<file path="config.mk">
export PLATFORM = sky130hd
export DESIGN_NAME = connect_count_accumulator
export DESIGN_NICKNAME = d
export VERILOG_FILES = /design/src/rtl/connect_count_accumulator_pkg.sv /design/src/rtl/connect_count_accumulator_split_adder.sv /design/src/rtl/connect_count_accumulator.sv
export SDC_FILE = /design/constraint.sdc
export NUM_CORES = 1
export LEC_CHECK = 0
export BUFFER_PORTS_ARGS = -buffer_cell sky130_fd_sc_hd__buf_2
export CAP_MARGIN = 20
export CORE_ASPECT_RATIO = 1.2
export CORE_MARGIN = 1.5
export CORE_UTILIZATION = 55
export CTS_CLUSTER_DIAMETER = 50
export DETAILED_ROUTE_END_ITERATION = 12
export GPL_TIMING_DRIVEN = 0
export MAX_ROUTING_LAYER = met4
export PLACE_DENSITY = 0.82
export RECOVER_POWER = 100
export REMOVE_ABC_BUFFERS = 1
export SLEW_MARGIN = 20
export SYNTH_ARGS = -nofsm -noshare
export SYNTH_HDL_FRONTEND = slang
export SYNTH_SLANG_ARGS = --single-unit
</file>
<file path="constraint.sdc">
create_clock -name clk -period 4 [get_ports clk]
set_clock_uncertainty 0.15 [all_clocks]
set_input_delay 0.4 -clock clk [delete_from_list [all_inputs] [get_ports clk]]
set_output_delay 0.4 -clock clk [all_outputs]
set_load 0.1 [all_outputs]
</file>
<file path="src/rtl/connect_count_accumulator_pkg.sv">
// Shared constants and the batch-result record for the connect-count accumulator.
package connect_count_accumulator_pkg;

  localparam int unsigned SUM_WIDTH_DEFAULT   = 64;
  localparam int unsigned COUNT_WIDTH_DEFAULT = 32;
  localparam int unsigned CONNECT_COUNT_WIDTH = 6;
  localparam int unsigned ACCUM_LATENCY       = 4;

  typedef struct packed {
    logic [SUM_WIDTH_DEFAULT-1:0]   sum;
    logic [COUNT_WIDTH_DEFAULT-1:0] count;
  } batchResult_t;

endpackage

</file>
<file path="src/rtl/connect_count_accumulator_split_adder.sv">
// Two-stage accumulator: the low half adds in stage A and registers its carry,
// the high half adds the carry in stage B. A closing slot restarts both halves from 0.
module pipelined_split_adder
  import connect_count_accumulator_pkg::*;
#(
  parameter int unsigned WIDTH = SUM_WIDTH_DEFAULT
) (
  input  logic             clk,
  input  logic             rst,
  input  logic [WIDTH-1:0] addend,
  input  logic             close,
  output logic [WIDTH-1:0] sum,
  output logic             sumValid
);

  localparam int unsigned LO_W = WIDTH / 2;
  localparam int unsigned HI_W = WIDTH - LO_W;

  logic [LO_W-1:0] loAcc;
  logic [LO_W-1:0] loBase;
  logic [LO_W:0]   loNext;
  logic            carryR;
  logic [HI_W-1:0] hiTermR;
  logic [HI_W-1:0] hiAcc;
  logic [HI_W-1:0] hiBase;
  logic [HI_W-1:0] hiNext;
  logic            closeR;
  logic            hiClosed;

  // Each half restarts one cycle after its half of the closing slot has been added,
  // so the next slot begins a fresh batch with no bubble.
  always_comb begin
    loBase = closeR ? '0 : loAcc;
    hiBase = hiClosed ? '0 : hiAcc;
    loNext = {1'b0, loBase} + {1'b0, addend[LO_W-1:0]};
    hiNext = hiBase + hiTermR + HI_W'(carryR);
  end

  always_ff @(posedge clk) begin
    if (rst) begin
      loAcc    <= '0;
      carryR   <= 1'b0;
      hiTermR  <= '0;
      hiAcc    <= '0;
      closeR   <= 1'b0;
      hiClosed <= 1'b0;
    end else begin
      loAcc    <= loNext[LO_W-1:0];
      carryR   <= loNext[LO_W];
      hiTermR  <= addend[WIDTH-1:LO_W];
      closeR   <= close;
      hiAcc    <= hiNext;
      hiClosed <= closeR;
    end
  end

  assign sum      = {hiNext, loAcc};
  assign sumValid = closeR;

endmodule

</file>
<file path="src/rtl/connect_count_accumulator.sv">
// Sums 2^connectCount and counts valid results per batch behind a valid/ready register.
// Optional ACCUM_DEBUG_COUNTERS_EN adds free-running totalValid/totalBatches outputs.
module connect_count_accumulator
  import connect_count_accumulator_pkg::*;
#(
  parameter int unsigned SUM_WIDTH   = SUM_WIDTH_DEFAULT,
  parameter int unsigned COUNT_WIDTH = COUNT_WIDTH_DEFAULT
) (
  input  logic                           clk,
  input  logic                           rst,
  input  logic                           resultValid,
  input  logic [CONNECT_COUNT_WIDTH-1:0] connectCount,
  input  logic                           batchDone,
  input  logic                           eccIn,
  output logic [SUM_WIDTH-1:0]           sumOut,
  output logic [COUNT_WIDTH-1:0]         countOut,
  output logic                           outValid,
  input  logic                           outReady,
  output logic                           eccError,
  output logic                           overflowError
`ifdef ACCUM_DEBUG_COUNTERS_EN
  ,
  output logic [31:0]                    totalValid,
  output logic [31:0]                    totalBatches
`endif
);

  logic                           s0Valid;
  logic [CONNECT_COUNT_WIDTH-1:0] s0Count;
  logic                           s0Done;
  logic                           s0Ecc;

  logic [SUM_WIDTH-1:0]           s1Term;
  logic [COUNT_WIDTH-1:0]         s1Inc;
  logic                           s1Done;

  logic [SUM_WIDTH-1:0]           batchSum;
  logic [COUNT_WIDTH-1:0]         batchCount;
  logic                           sumDone;
  logic                           countDone;
  logic                           load;

  always_ff @(posedge clk) begin
    if (rst) begin
      s0Valid  <= 1'b0;
      s0Count  <= '0;
      s0Done   <= 1'b0;
      s0Ecc    <= 1'b0;
      s1Term   <= '0;
      s1Inc    <= '0;
      s1Done   <= 1'b0;
      eccError <= 1'b0;
    end else begin
      s0Valid  <= resultValid;
      s0Count  <= connectCount;
      s0Done   <= batchDone;
      s0Ecc    <= eccIn;
      s1Term   <= s0Valid ? (SUM_WIDTH'(1) << s0Count) : '0;
      s1Inc    <= COUNT_WIDTH'(s0Valid);
      s1Done   <= s0Done;
      eccError <= eccError | s0Ecc;
    end
  end

  pipelined_split_adder #(.WIDTH(SUM_WIDTH)) sumAdder (
    .clk      (clk),
    .rst      (rst),
    .addend   (s1Term),
    .close    (s1Done),
    .sum      (batchSum),
    .sumValid (sumDone)
  );

  pipelined_split_adder #(.WIDTH(COUNT_WIDTH)) countAdder (
    .clk      (clk),
    .rst      (rst),
    .addend   (s1Inc),
    .close    (s1Done),
    .sum      (batchCount),
    .sumValid (countDone)
  );

  assign load = sumDone & countDone;

  // A closing batch that finds the register still occupied and not being read is lost.
  always_ff @(posedge clk) begin
    if (rst) begin
      sumOut        <= '0;
      countOut      <= '0;
      outValid      <= 1'b0;
      overflowError <= 1'b0;
    end else if (load) begin
      if (outValid && !outReady) begin
        overflowError <= 1'b1;
      end else begin
        sumOut   <= batchSum;
        countOut <= batchCount;
        outValid <= 1'b1;
      end
    end else if (outValid && outReady) begin
      outValid <= 1'b0;
    end
  end

`ifdef ACCUM_DEBUG_COUNTERS_EN
  always_ff @(posedge clk) begin
    if (rst) begin
      totalValid   <= '0;
      totalBatches <= '0;
    end else begin
      totalValid   <= totalValid + 32'(s0Valid);
      totalBatches <= totalBatches + 32'(s0Done);
    end
  end
`endif

endmodule
</file>
# Yosys cells after proc, flatten, opt, wreduce, memory -nomap -nowiden

Cells that the tools add are included.

Add/subtract/negate cells: 6
Eq/ne operators: 1
Shift operators: 1
Multiplexer cells: 7
Bitwise gates (word level): 3
Reductions and logical operators: 8

Operators with widths:

| operator               | number |
|---|---|
| $mux W32               | 2 |
| $shl A1 B6 Y64 const A | 1 |
| $add A32 B32 Y33       | 1 |
| $add A32 B1 Y32        | 1 |
| $add A32 B32 Y32       | 1 |
| $mux W16               | 2 |
| $add A16 B16 Y17       | 1 |
| $add A16 B1 Y16        | 1 |
| $add A16 B16 Y16       | 1 |
| $reduce_and A2 Y1      | 3 |
| $mux W1                | 3 |
| $logic_and A1 B1 Y1    | 2 |
| $ne A2 B2 Y1 const B   | 1 |
| $not A1 Y1             | 2 |
| $reduce_bool A2 Y1     | 1 |
| $reduce_or A2 Y1       | 1 |
| $logic_not A1 Y1       | 1 |
| $or A1 B1 Y1           | 1 |

Bits in registers: 353
Input bits: 12
Output and inout port bits: 99
Logic and storage cells: 49

# Longest topological paths before layout

Gate-level depths: netlist (run 1).

Depth after elaboration: 4
Depth in mapped cells: 14
Depth with buffers taken out: 11

# By module

From an unflattened synthesis (run 1), not the netlist that was laid out.

Cell total of the unflattened synthesis: 1742
Area total of the unflattened synthesis: 16218.1 µm²

By module, submodules not included:

| module                              | times used | cells an instance | area an instance (µm²) | sequential area each (µm²) |
|---|---|---|---|---|
| pipelined_split_adder at sumAdder   | 1          | 777               | 6592.6                 | 1981.9 |
| connect_count_accumulator           | 1          | 612               | 6422.4                 | 3483.3 |
| pipelined_split_adder at countAdder | 1          | 353               | 3203.1                 | 1021.0 |

# Worst setup path before layout (run 1)

No wires, ideal clock.

Path kind: register to register
From: register sumAdder.hiClosed
To: register sumOut[58]
Setup time: 0.119 ns
Data arrival time: 3.222 ns
Required time: 3.731 ns
Path slack: 0.509 ns
Stages on the path, launching flop included: 15
Buffers on the path: 3
Clock period less this slack: 3.491 ns
Path through: dfxtp_1 -> clkbuf_1 -> clkbuf_1 -> clkbuf_1 -> nand2b_1 -> fa_1 -> inv_1 -> fa_1 -> a21o_1 -> a221oi_2 -> nand3b_4 -> a21oi_1 -> o21ai_0 -> nand3_1 -> a32o_1

Cells in the longest elaborated chain, start to end: 3

RTL lines:

| item                   | RTL line                                    | source |
|---|---|---|
| from (decl)            | connect_count_accumulator_split_adder.sv:28 | `logic hiClosed;` |
| from (signal assigned) | connect_count_accumulator_split_adder.sv:53 | `hiClosed <= closeR;` |
| $mux W32               | connect_count_accumulator_split_adder.sv:34 | `hiBase = hiClosed ? '0 : hiAcc;` |
| $add A32 B32 Y32       | connect_count_accumulator_split_adder.sv:36 | `hiNext = hiBase + hiTermR + HI_W'(carryR);` |
| $add A32 B1 Y32        | connect_count_accumulator_split_adder.sv:36 |  |
| to (signal assigned)   | connect_count_accumulator.sv:96             | `sumOut <= batchSum;` |
| to (decl)              | connect_count_accumulator.sv:15             | `output logic [SUM_WIDTH-1:0] sumOut,` |

No other way between the ends.
A chain may end at the register's enable or synchronous reset.

# Worst setup path after layout (run 1)

Same ends and word-level chain as after synthesis.

==> reports/qor.csv, run 1 <==
stage,metric,value,unit
timing,min Tclk post-route,3.736,ns
power,Leakage,0.006231,uW
yosys,"EDFF count, synth",0,
grt,initial antenna violation count,0,
die,row count,63,
yosys,Ys Warns,0,
clock_network,clock sink count,306,
route,Post-Route WL,30990,um
layout,fin util,63.41,%
yosys,sequential fraction of the synthesis area,44.70,%
critical_path,CP arrival,3.99,ns
outcome,violated checks,"capacitance limit, slew limit",
layout,ANT cells,0,
grt,first-pass GRT wire length,51290,um
yosys,Yosys reg bits,306,
route,drt pass-1 iters,5,
grt,total track usage,24.49,%
placed_design,DP HPWL,21180,um
power,PD cells,424.7,nW/um2
die,io pins,111,
yosys,post-synth design cell area,13710,um2
critical_path,largest stage delay on the critical path,0.60,ns
layout,synthesis-to-layout area growth,13.78,%
yosys,Gate Count Post-Synth,1618,
critical_path,Critical Path End Type,flip-flop,
clock_network,Longest Clk Path Bufs,3,
clock_network,clock-pin slew on the worst setup and hold paths,0.07,ns
yosys,ys flop type,dfxtp_1,
yosys,Syn Area/Cell,8.471,um2
clock_network,CTS tree,yes,
outcome,status,"complete, but fails checks",
timing,Fmax achieved,0.2677,GHz
hold_path,worst hold stages,2,
die,die area,25880,um2
critical_path,"critical path, cell by cell",buf_12 > nand2b_1 > fa_1 > inv_1 > fa_1 > a21o_1 > a221oi_2 > nand3b_4 > a21oi_1 > o21ai_1 > nand3_1 > a32o_1,
grt,vias in the first global route,10690,
timing,final hold vios,0,
critical_path,CP max stage cell,dfxtp_2,
power,Max VDD drop,0.3119,mV
route,drt drc,0,
critical_path,critical path type,flip-flop to flip-flop,
clock_network,root buf cell,clkbuf_16,
hold_path,Hold WC Path Type,input port to flip-flop,
die,Core Area,24590,um2
route,vias per cell,5.570,
critical_path,"reg-to-reg slack, setup",0.26,ns
clock_network,Post-CTS Repair Setup Buffers,0,
critical_path,worst-path maximum fanout,32,
clock_network,htree depth,2,
yosys,asr flop ratio synth,0,%
critical_path,Reg-to-Reg Start,sumAdder.hiClosed,
timing,relative slew slack,-48.19,%
timing,slew at the pin with the worst max-slew slack,2.223,ns
hold_path,Hold Path Sink,s0Count[3],
placed_design,RePlAce Congestion,0.8973,
timing,Final setup viols,0,
route,number of routed nets with antenna violations,0,
route,initial DRC count,777,
route,WL/cell,15.20,um
die,Die H,175.9,um
critical_path,worst flop-to-flop path endpoint,sumOut[58],
die,Die W,147.1,um
timing,RSZ-0062 raised after global routing,no,
hold_path,hold_sp,connectCount[3],
grt,GRT overflow,0,
power,Design Power,6623,uW
clock_network,CTS Buf Count,34,
route,routed vias,11360,
clock_network,clk_lat worst skew,0.51,ns
yosys,Yosys cell types,74,
flow_run,Max Cap Violations,1,
critical_path,Startpoint Class,flip-flop,
die,Starting Density,55.73,%
layout,share of layout cells above drive strength 1,5.601,%
timing,Slew Limit Fails,111,
timing,Tcrit/Tclk final,93.40,%
layout,# nets final,1769,
critical_path,Worst path most repeated cell,fa_1,
grt,largest net degree at the start of global routing,125,
critical_path,"Req. time, crit path",4.26,ns
critical_path,worst reg-to-reg path cell count,12,
placed_design,PortBufs,110,
-- worst max-delay path: cells and delay by family, from the launching register on --
family,cells,cell delay (ns)
compound gates,5,1.39
flops,1,0.60
buf+inv,2,0.31
fa+ha+maj,2,0.60
simple gates,3,0.54
-- synthesized netlist by cell type, types with 5 or more instances --
master	number	share of area (%)
mux2i_1	5	0.37
nand4_1	27	1.2
or3_1	15	0.68
o211ai_1	8	0.44
clkbuf_1	71	1.9
o21ai_0	43	1.6
inv_1	23	0.63
buf_1	10	0.27
a21boi_0	6	0.33
nor3b_1	7	0.38
nor3_1	38	1.4
xor2_1	31	2.0
o21a_1	15	0.82
nand2_1	202	5.5
and3_1	14	0.64
nand2b_1	14	0.64
nor2_1	190	5.2
or4_1	5	0.27
xnor2_1	30	1.9
and2_1	11	0.50
a21oi_1	143	5.2
a211oi_1	18	0.99
nand3_1	50	1.8
a21o_1	30	1.6
mux2_2	7	0.58
o21bai_1	9	0.49
nor2b_1	138	6.3
a31oi_1	11	0.50
ha_1	66	6.0
dfxtp_1	306	45
-- where the power goes --
group / internal [uW] / leakage, uW / switching [uW] / total (uW)
registers: 3060 / 0.00247 / 12.6 / 3070
clock network: 2060 / 0.000600 / 1320 / 3380
logic: 36.0 / 0.00316 / 130 / 166
total: 5160 / 0.00623 / 1460 / 6620
-- placed cells by master, fill, tap and decap left out, types with 10 or more instances in the layout --
cell	n
nand4_1	27
nor2_1	190
inv_1	22
clkbuf_1	101
buf_2	10
nor3_1	38
and3_1	14
a21oi_1	143
o21a_1	15
a211oi_1	19
nand2b_1	14
dfxtp_1	304
ha_1	66
nor2b_1	138
clkbuf_16	34
xor2_1	31
a31oi_1	11
xnor2_1	30
a21o_1	30
o21ai_0	43
or3_1	15
nand2_1	201
nand3_1	50
-- stage by stage --
step | hold WS, ns | area [um2] | setup WS (ns) | TNS (ns) | cells
6_report | 0.02236 | 15590 | 0.2641 | 0 | 2039
5_1_grt | 0.01804 | 15590 | 0.05664 | 0 | 2039
4_1_cts | 0.009766 | 15770 | 0.08564 | 0 | 2039
3_5_place_dp | 0.2704 | 14480 | 0.1151 | 0 | 1972
3_3_place_gp | 0.2672 | 14330 | -2.382 | -229.78 | 1967
2_1_floorplan | 0.2638 | 13370 | 0.1024 | 0 | 1532
-- timing repair --
item,4_1_cts,5_1_grt
hold buffers,5,0
gates resized for setup,0,1
setup endpoints to repair,0,2
endpoints found under the hold margin,5,0
-- flip-flops by register name, summed over array words and instances, names as in the netlist, 6 cells and up --
name and cells:
sumAdder.hiTermR 32, s1Term 64, sumAdder.hiAcc 32, sumOut 64
sumAdder.loAcc 32, s0Count 6, countAdder.loAcc 16, countOut 32
countAdder.hiAcc 16
-- logic make-up (layout without fill, tap and decap cells) --
kind of cell / count (synthesis) / in the layout / synth area share, %
XOR/XNOR: 61 / 61 / 3.898
adder cells (fa/ha/maj): 69 / 69 / 6.463
AND/OR/NAND/NOR: 733 / 733 / 25.97
flip-flops: 306 / 306 / 44.70
multiplexers: 12 / 12 / 0.9403
buffers and inverters: 109 / 205 / 3.049
AO/OA/AOI/OAI: 328 / 328 / 14.98
-- how the worst max path moves through the flow --
| stage | start | endpoint | slack (ns) | cells past startpoint |
|---|---|---|---|---|
| 2_1_floorplan | sumAdder.sumValid | sumOut[56] | 0.10 | 3 |
| 3_3_place_gp | rst | sumOut[42] | -2.38 | 5 |
| 3_5_place_dp | sumAdder.hiClosed | sumOut[58] | 0.12 | 12 |
| 4_1_cts | sumAdder.hiClosed | sumOut[58] | 0.09 | 12 |
| 5_1_grt | sumAdder.hiClosed | sumOut[58] | 0.06 | 12 |
| 6_report | sumAdder.hiClosed | sumOut[58] | 0.26 | 12 |
-- area by class of cell --
type / instances / area [um2]
well taps: 325 / 406.6
fillers: 2109 / 9000
repair buffers: 120 / 584.3
clock inverters: 22 / 326.6
multi-input cells: 1203 / 7148
inverters: 23 / 86.33
clock buffers: 40 / 913.4
flip-flops and latches: 306 / 6128
-- per-layer routing --
layer	vias to the layer above	global-route usage, %	part of all wire [%]
met5	-	-	0
li1	5704	-	-
met2	304	41.08	48
met4	0	8.375	2.9
met1	5276	30.18	44
met3	73	3.506	4.6
No activity file was read; power rests on OpenSTA's default activity.
==> inputs of run 2 (changes only) <==
--- a/config.mk
+++ b/config.mk
@@ -9,12 +9,12 @@
 export CAP_MARGIN = 20
 export CORE_ASPECT_RATIO = 1.2
 export CORE_MARGIN = 1.5
-export CORE_UTILIZATION = 55
+export CORE_UTILIZATION = 50
 export CTS_CLUSTER_DIAMETER = 50
 export DETAILED_ROUTE_END_ITERATION = 12
 export GPL_TIMING_DRIVEN = 0
 export MAX_ROUTING_LAYER = met4
-export PLACE_DENSITY = 0.82
+export PLACE_DENSITY = 0.76
 export RECOVER_POWER = 100
 export REMOVE_ABC_BUFFERS = 1
 export SLEW_MARGIN = 20
==> run 2 against run 1 <==
  * Highest routed layer unchanged
  * Final area down 0.59%
  * Total power shrank 3.4%
  * Sequential power barely moved
  * Worst hold slack better by 0.0079 ns
  * Global-route usage fell by 1.8 points
  * The flow now finishes without violations
  * Non-clock buffer count increased by 1
  * Routed wire length is 0.96% higher
  * Largest cell class unchanged
  * Count of clock-buffer cells in the layout is 5 higher
  * Clock power is 6.5% lower
  * Critical path type unchanged
  * First-iteration DRC count shrank 25%
  * Fmax is essentially flat
  * Sequential cell count stayed put
==> reports/qor.csv, run 2 (synthesis results as in run 1) <==
stage,metric,value,unit
power,Max VDD drop,0.3081,mV
clock_network,root buf cell,clkbuf_16,
timing,Fmax achieved,0.2676,GHz
critical_path,worst-path maximum fanout,31,
route,WL/cell,15.25,um
grt,GRT busiest layer,met2,
timing,relative slew slack,14.32,%
critical_path,Critical Path End Type,flip-flop,
grt,largest net degree at the start of global routing,131,
critical_path,Reg-to-Reg Start,sumAdder.hiClosed,
die,row count,66,
die,io pins,111,
flow_run,Max Cap Violations,0,
critical_path,worst reg-to-reg path cell count,12,
die,Core Area,27000,um2
timing,RSZ-0062 raised after global routing,no,
outcome,status,"complete, no violations",
hold_path,Hold WC Path Type,input port to flip-flop,
critical_path,CP arrival,3.97,ns
grt,met3 Track Usage GR,2.704,%
clock_network,CTS Buf Count,34,
timing,slew at the pin with the worst max-slew slack,1.282,ns
layout,Finished Layout Cells,2052,
timing,min Tclk post-route,3.737,ns
layout,ANT cells,0,
layout,# nets final,1770,
layout,most frequent cells in the layout,"304 x dfxtp_1, 202 x nand2_1, 190 x nor2_1, 144 x a21oi_1, 138 x nor2b_1",
critical_path,Startpoint Class,flip-flop,
power,PD cells,412.8,nW/um2
timing,sum of negative setup slack,0,ns
die,Starting Density,50.76,%
clock_network,clock sink count,306,
grt,GRT overflow,0,
route,number of routed nets with antenna violations,0,
placed_design,Placed Cells incl. Taps,1987,
grt,met2 GRT Util,39.46,%
timing,Tcrit/Tclk final,93.42,%
timing,Slew Limit Fails,0,
timing,final hold vios,0,
route,drt pass-1 iters,4,
placed_design,RePlAce Congestion,0.9126,
layout,finished layout cell area,15500,um2
route,drt drc,0,
layout,share of layout cells above drive strength 1,5.140,%
critical_path,"reg-to-reg slack, setup",0.26,ns
grt,vias in the first global route,10950,
critical_path,worst flop-to-flop path endpoint,sumOut[62],
clock_network,clk_lat worst skew,0.51,ns
layout,synthesis-to-layout area growth,13.10,%
clock_network,clock-pin slew on the worst setup and hold paths,0.07,ns
clock_network,htree depth,2,
route,initial DRC count,585,
placed_design,"Cell Area, Placed",14500,um2
grt,total track usage,22.67,%
layout,"most common cell after layout, fill and taps aside",dfxtp_1,
die,Die H,184.4,um
route,Post-Route WL,31290,um
grt,M1 GR Usage,27.30,%
die,Die W,154.1,um
clock_network,Post-CTS Repair Setup Buffers,0,
placed_design,PortBufs,110,
critical_path,Critical Path Source,sumAdder.hiClosed,
grt,initial antenna violation count,0,
die,die area,28420,um2
power,Leakage,0.006158,uW
clock_network,Longest Clk Path Bufs,3,
grt,first-pass GRT wire length,51910,um
critical_path,critical path type,flip-flop to flip-flop,
placed_design,DP HPWL,21350,um
timing,Final setup viols,0,
critical_path,Setup crit end,sumOut[62],
layout,biggest regs,"s1Term x64, sumOut x64",
critical_path,"Req. time, crit path",4.23,ns
clock_network,CTS tree,yes,
route,vias per cell,5.465,
route,routed vias,11210,
==> run 2: cell types whose count changed in the layout (fill, tap and decap cells not counted), moves of 2 or more <==
cell | previous run | this run
and2_1 | 7 | 5
clkbuf_1 | 101 | 104
clkbuf_16 | 34 | 37
clkinv_8 | 3 | 0
bufinv_16 | 6 | 2
clkinv_2 | 4 | 2
and2_0 | 4 | 6
==> run 2: layout make-up <==
cell class / instances / area, um2
clock buffer: 45 / 985.9
clock inverter: 14 / 157.7
sequential: 306 / 6128
inverter: 23 / 86.33
tap: 340 / 425.4
multi-input combinational: 1203 / 7133
timing repair buffer: 121 / 584.3
fill: 2507 / 11500
==> run 2: layer usage <==
layer | vias up | wire (um) | share of wire [%]
met5 | - | 0 | 0
met4 | 0 | 773 | 2.5
met3 | 61 | 903 | 2.9
met2 | 182 | 15330 | 49
met1 | 5285 | 14280 | 46
li1 | 5686 | - | -
==> run 2: timing repair <==
item	CTS	global route
gates resized for setup	0	1
hold buffers	6	0
setup endpoints to repair	0	1
endpoints found under the hold margin	6	0
==> run 2: worst max-delay path: stages, from the launching register on <==
cell	delay (ns)
dfxtp_2	0.61
buf_12	0.25
nand2b_1	0.14
fa_1	0.19
inv_1	0.06
fa_1	0.41
a21o_1	0.22
a221oi_2	0.36
nand3b_4	0.23
a21boi_0	0.12
o21ai_0	0.51
mux2i_1	0.27
nand2_1	0.06
==> run 2: how the worst min path moves through the flow <==
stage | startpoint | to | cells after the start
after detailed placement | s1Term[44] | sumAdder.hiTermR[12] | 1
final | connectCount[2] | s0Count[2] | 2
after global placement | s1Term[48] | sumAdder.hiTermR[16] | 1
after global routing | connectCount[2] | s0Count[2] | 2
after CTS | connectCount[2] | s0Count[2] | 2
after floorplan | s0Done | s1Done | 1
==> run 2: where the power goes <==
group	total, uW	internal (uW)	switching [uW]	leakage [uW]
Sequential	3070	3060	12.8	0.00247
Clock	3160	1890	1270	0.000550
Combinational	167	36.4	130	0.00314
==> run 2: stage by stage <==
step	total power (uW)	setup slack (ns)	util (%)	hold slack [ns]
floorplan	3227	0.1024	-	0.2638
global placement	3298	-2.513	53.14	0.2669
detailed placement	3309	0.2184	53.68	0.2712
CTS	6469	0.2036	58.14	0.006945
global route	6605	0.02725	57.40	0.003877
finish	6399	0.2631	57.40	0.03021
==> inputs of run 3 (changes only) <==
--- a/config.mk
+++ b/config.mk
@@ -14,7 +14,7 @@
 export DETAILED_ROUTE_END_ITERATION = 12
 export GPL_TIMING_DRIVEN = 0
 export MAX_ROUTING_LAYER = met4
-export PLACE_DENSITY = 0.76
+export PLACE_DENSITY = 0.67
 export RECOVER_POWER = 100
 export REMOVE_ABC_BUFFERS = 1
 export SLEW_MARGIN = 20
==> run 3 against run 2 <==
  * The run now ends with capacitance limit, slew limit left
  * Sequential cell count unchanged
  * Worst hold slack better by 0.0028 ns
  * Count of clock-buffer cells in the layout unchanged
  * Die area unchanged
  * Clock power up 4%
  * Cell count about the same
  * Routed wire length up 0.68%
  * Worst setup slack worse by 0.028 ns
  * Utilization up 0.23 points
  * Non-clock buffer count down 1
  * Via count down 0.62%
  * Fmax down 0.74%
  * Critical path type unchanged
==> reports/qor.csv, run 3 (synthesis results as in run 1) <==
stage,metric,value,unit
outcome,status,"complete, but fails checks",
outcome,violated checks,"capacitance limit, slew limit",
clock_network,clk_lat worst skew,0.51,ns
layout,# nets final,1770,
clock_network,Longest Clk Path Bufs,3,
die,io pins,111,
power,PD cells,419.2,nW/um2
power,Leakage,0.006212,uW
route,vias per cell,5.429,
die,Starting Density,50.76,%
placed_design,DP HPWL,21440,um
clock_network,Post-CTS Repair Setup Buffers,0,
critical_path,worst-path maximum fanout,31,
timing,slew at the pin with the worst max-slew slack,2.462,ns
grt,GRT overflow,0,
critical_path,Critical Path End Type,flip-flop,
grt,initial antenna violation count,0,
clock_network,clock-pin slew on the worst setup and hold paths,0.06,ns
timing,RSZ-0062 raised after global routing,no,
route,drt drc,0,
grt,first-pass GRT wire length,51740,um
layout,synthesis-to-layout area growth,13.55,%
route,WL/cell,15.34,um
timing,relative slew slack,-64.14,%
power,Design Power,6524,uW
die,die area,28420,um2
layout,"most common cell after layout, fill and taps aside",dfxtp_1,
clock_network,htree depth,2,
die,Core Area,27000,um2
layout,fin util,57.63,%
hold_path,Hold WC Path Type,input port to flip-flop,
grt,total track usage,22.76,%
grt,largest net degree at the start of global routing,119,
flow_run,Max Cap Violations,2,
layout,fillers,2573,
timing,Final setup viols,0,
timing,Slew Limit Fails,154,
critical_path,Startpoint Class,flip-flop,
route,Post-Route WL,31500,um
timing,Tcrit/Tclk final,94.12,%
clock_network,CTS tree,yes,
timing,Min Hold Slack,0.03305,ns
layout,share of layout cells above drive strength 1,5.079,%
route,drt pass-1 iters,5,
critical_path,CP arrival,4.02,ns
timing,final hold vios,0,
die,Die W,154.1,um
route,initial DRC count,528,
layout,most frequent cells in the layout,"304 x dfxtp_1, 201 x nand2_1, 190 x nor2_1, 144 x a21oi_1, 138 x nor2b_1",
route,number of routed nets with antenna violations,0,
layout,biggest regs,"s1Term x64, sumOut x64",
placed_design,RePlAce Congestion,0.8976,
critical_path,"Req. time, crit path",4.25,ns
timing,min Tclk post-route,3.765,ns
placed_design,PortBufs,110,
timing,Fmax achieved,0.2656,GHz
clock_network,root buf cell,clkbuf_16,
die,row count,66,
route,routed vias,11150,
layout,ANT cells,0,
power,Max VDD drop,0.3357,mV
critical_path,critical path type,flip-flop to flip-flop,
grt,vias in the first global route,10590,
clock_network,CTS Buf Count,35,
clock_network,clock sink count,306,
die,Die H,184.4,um
run 3: changes by cell type in the layout (fill, tap and decap cells not counted), moves of 2 or more:
cell        before  now
and2_1           5   10
and2_0           6    2
bufinv_16        2    4
clkinv_2         2    4
clkinv_4         2    0
clkinvlp_4       4    2
inv_6            2    4
run 3: critical path, stage by stage (launching register included):
cell and delay, ns:
dfxtp_2 0.63, buf_12 0.26, nand2b_1 0.14, fa_1 0.23, inv_1 0.07, fa_1 0.40
a21o_1 0.23, a221oi_2 0.38, nand3b_4 0.24, a21boi_0 0.18, o21ai_0 0.45, mux2i_1 0.23
nand2_1 0.06
run 3: final timing paths:
kind	slack [ns]	end	from	cells past startpoint
max	0.24	sumOut[62]	sumAdder.hiClosed	12
min	0.03	s0Count[0]	connectCount[0]	2
max reg2reg	0.24	sumOut[62]	sumAdder.hiClosed	12
min reg2reg	0.28	sumAdder.hiTermR[23]	s1Term[55]	1
run 3: layout make-up:
type                       count  area (um2)  share of cell area (%)
clock buffer                  45       975.9                   6.271
timing repair buffer         120       599.3                   3.851
clock inverter                16       212.7                   1.367
inverter                      23       86.33                  0.5548
multi-input combinational   1203        7134                   45.84
tap                          340       425.4                   2.734
sequential                   306        6128                   39.38
run 3: timing repair:
item,CTS,global route
gates resized for setup,0,1
endpoints found under the setup margin,0,2
endpoints found under the hold margin,5,0
hold buffers,5,0
run 3: routing by layer:
layer | vias to the layer above | share of wire [%] | track usage [%]
li1 | 5693 | - | -
met1 | 5188 | 46 | 28.22
met2 | 197 | 47 | 38.01
met3 | 67 | 3.5 | 3.221
met4 | 0 | 2.9 | 8.000
met5 | - | 0 | -
run 3: through the flow:
stage / instance area [um2] / cells / setup WS (ns) / setup TNS (ns)
final: 15560 / 2053 / 0.2352 / 0
after global routing: 15560 / 2053 / 0.06525 / 0
after detailed placement: 14500 / 1987 / 0.1577 / 0
after global placement: 14350 / 1982 / -2.644 / -265.97
after floorplan: 13370 / 1532 / 0.1024 / 0
after CTS: 15730 / 2053 / 0.1239 / 0
run 3: power by group:
part,switching (uW),internal [uW],leakage [uW]
registers,12.8,3060,0.00247
clock network,1280,2000,0.000580
logic,131,36.9,0.00316
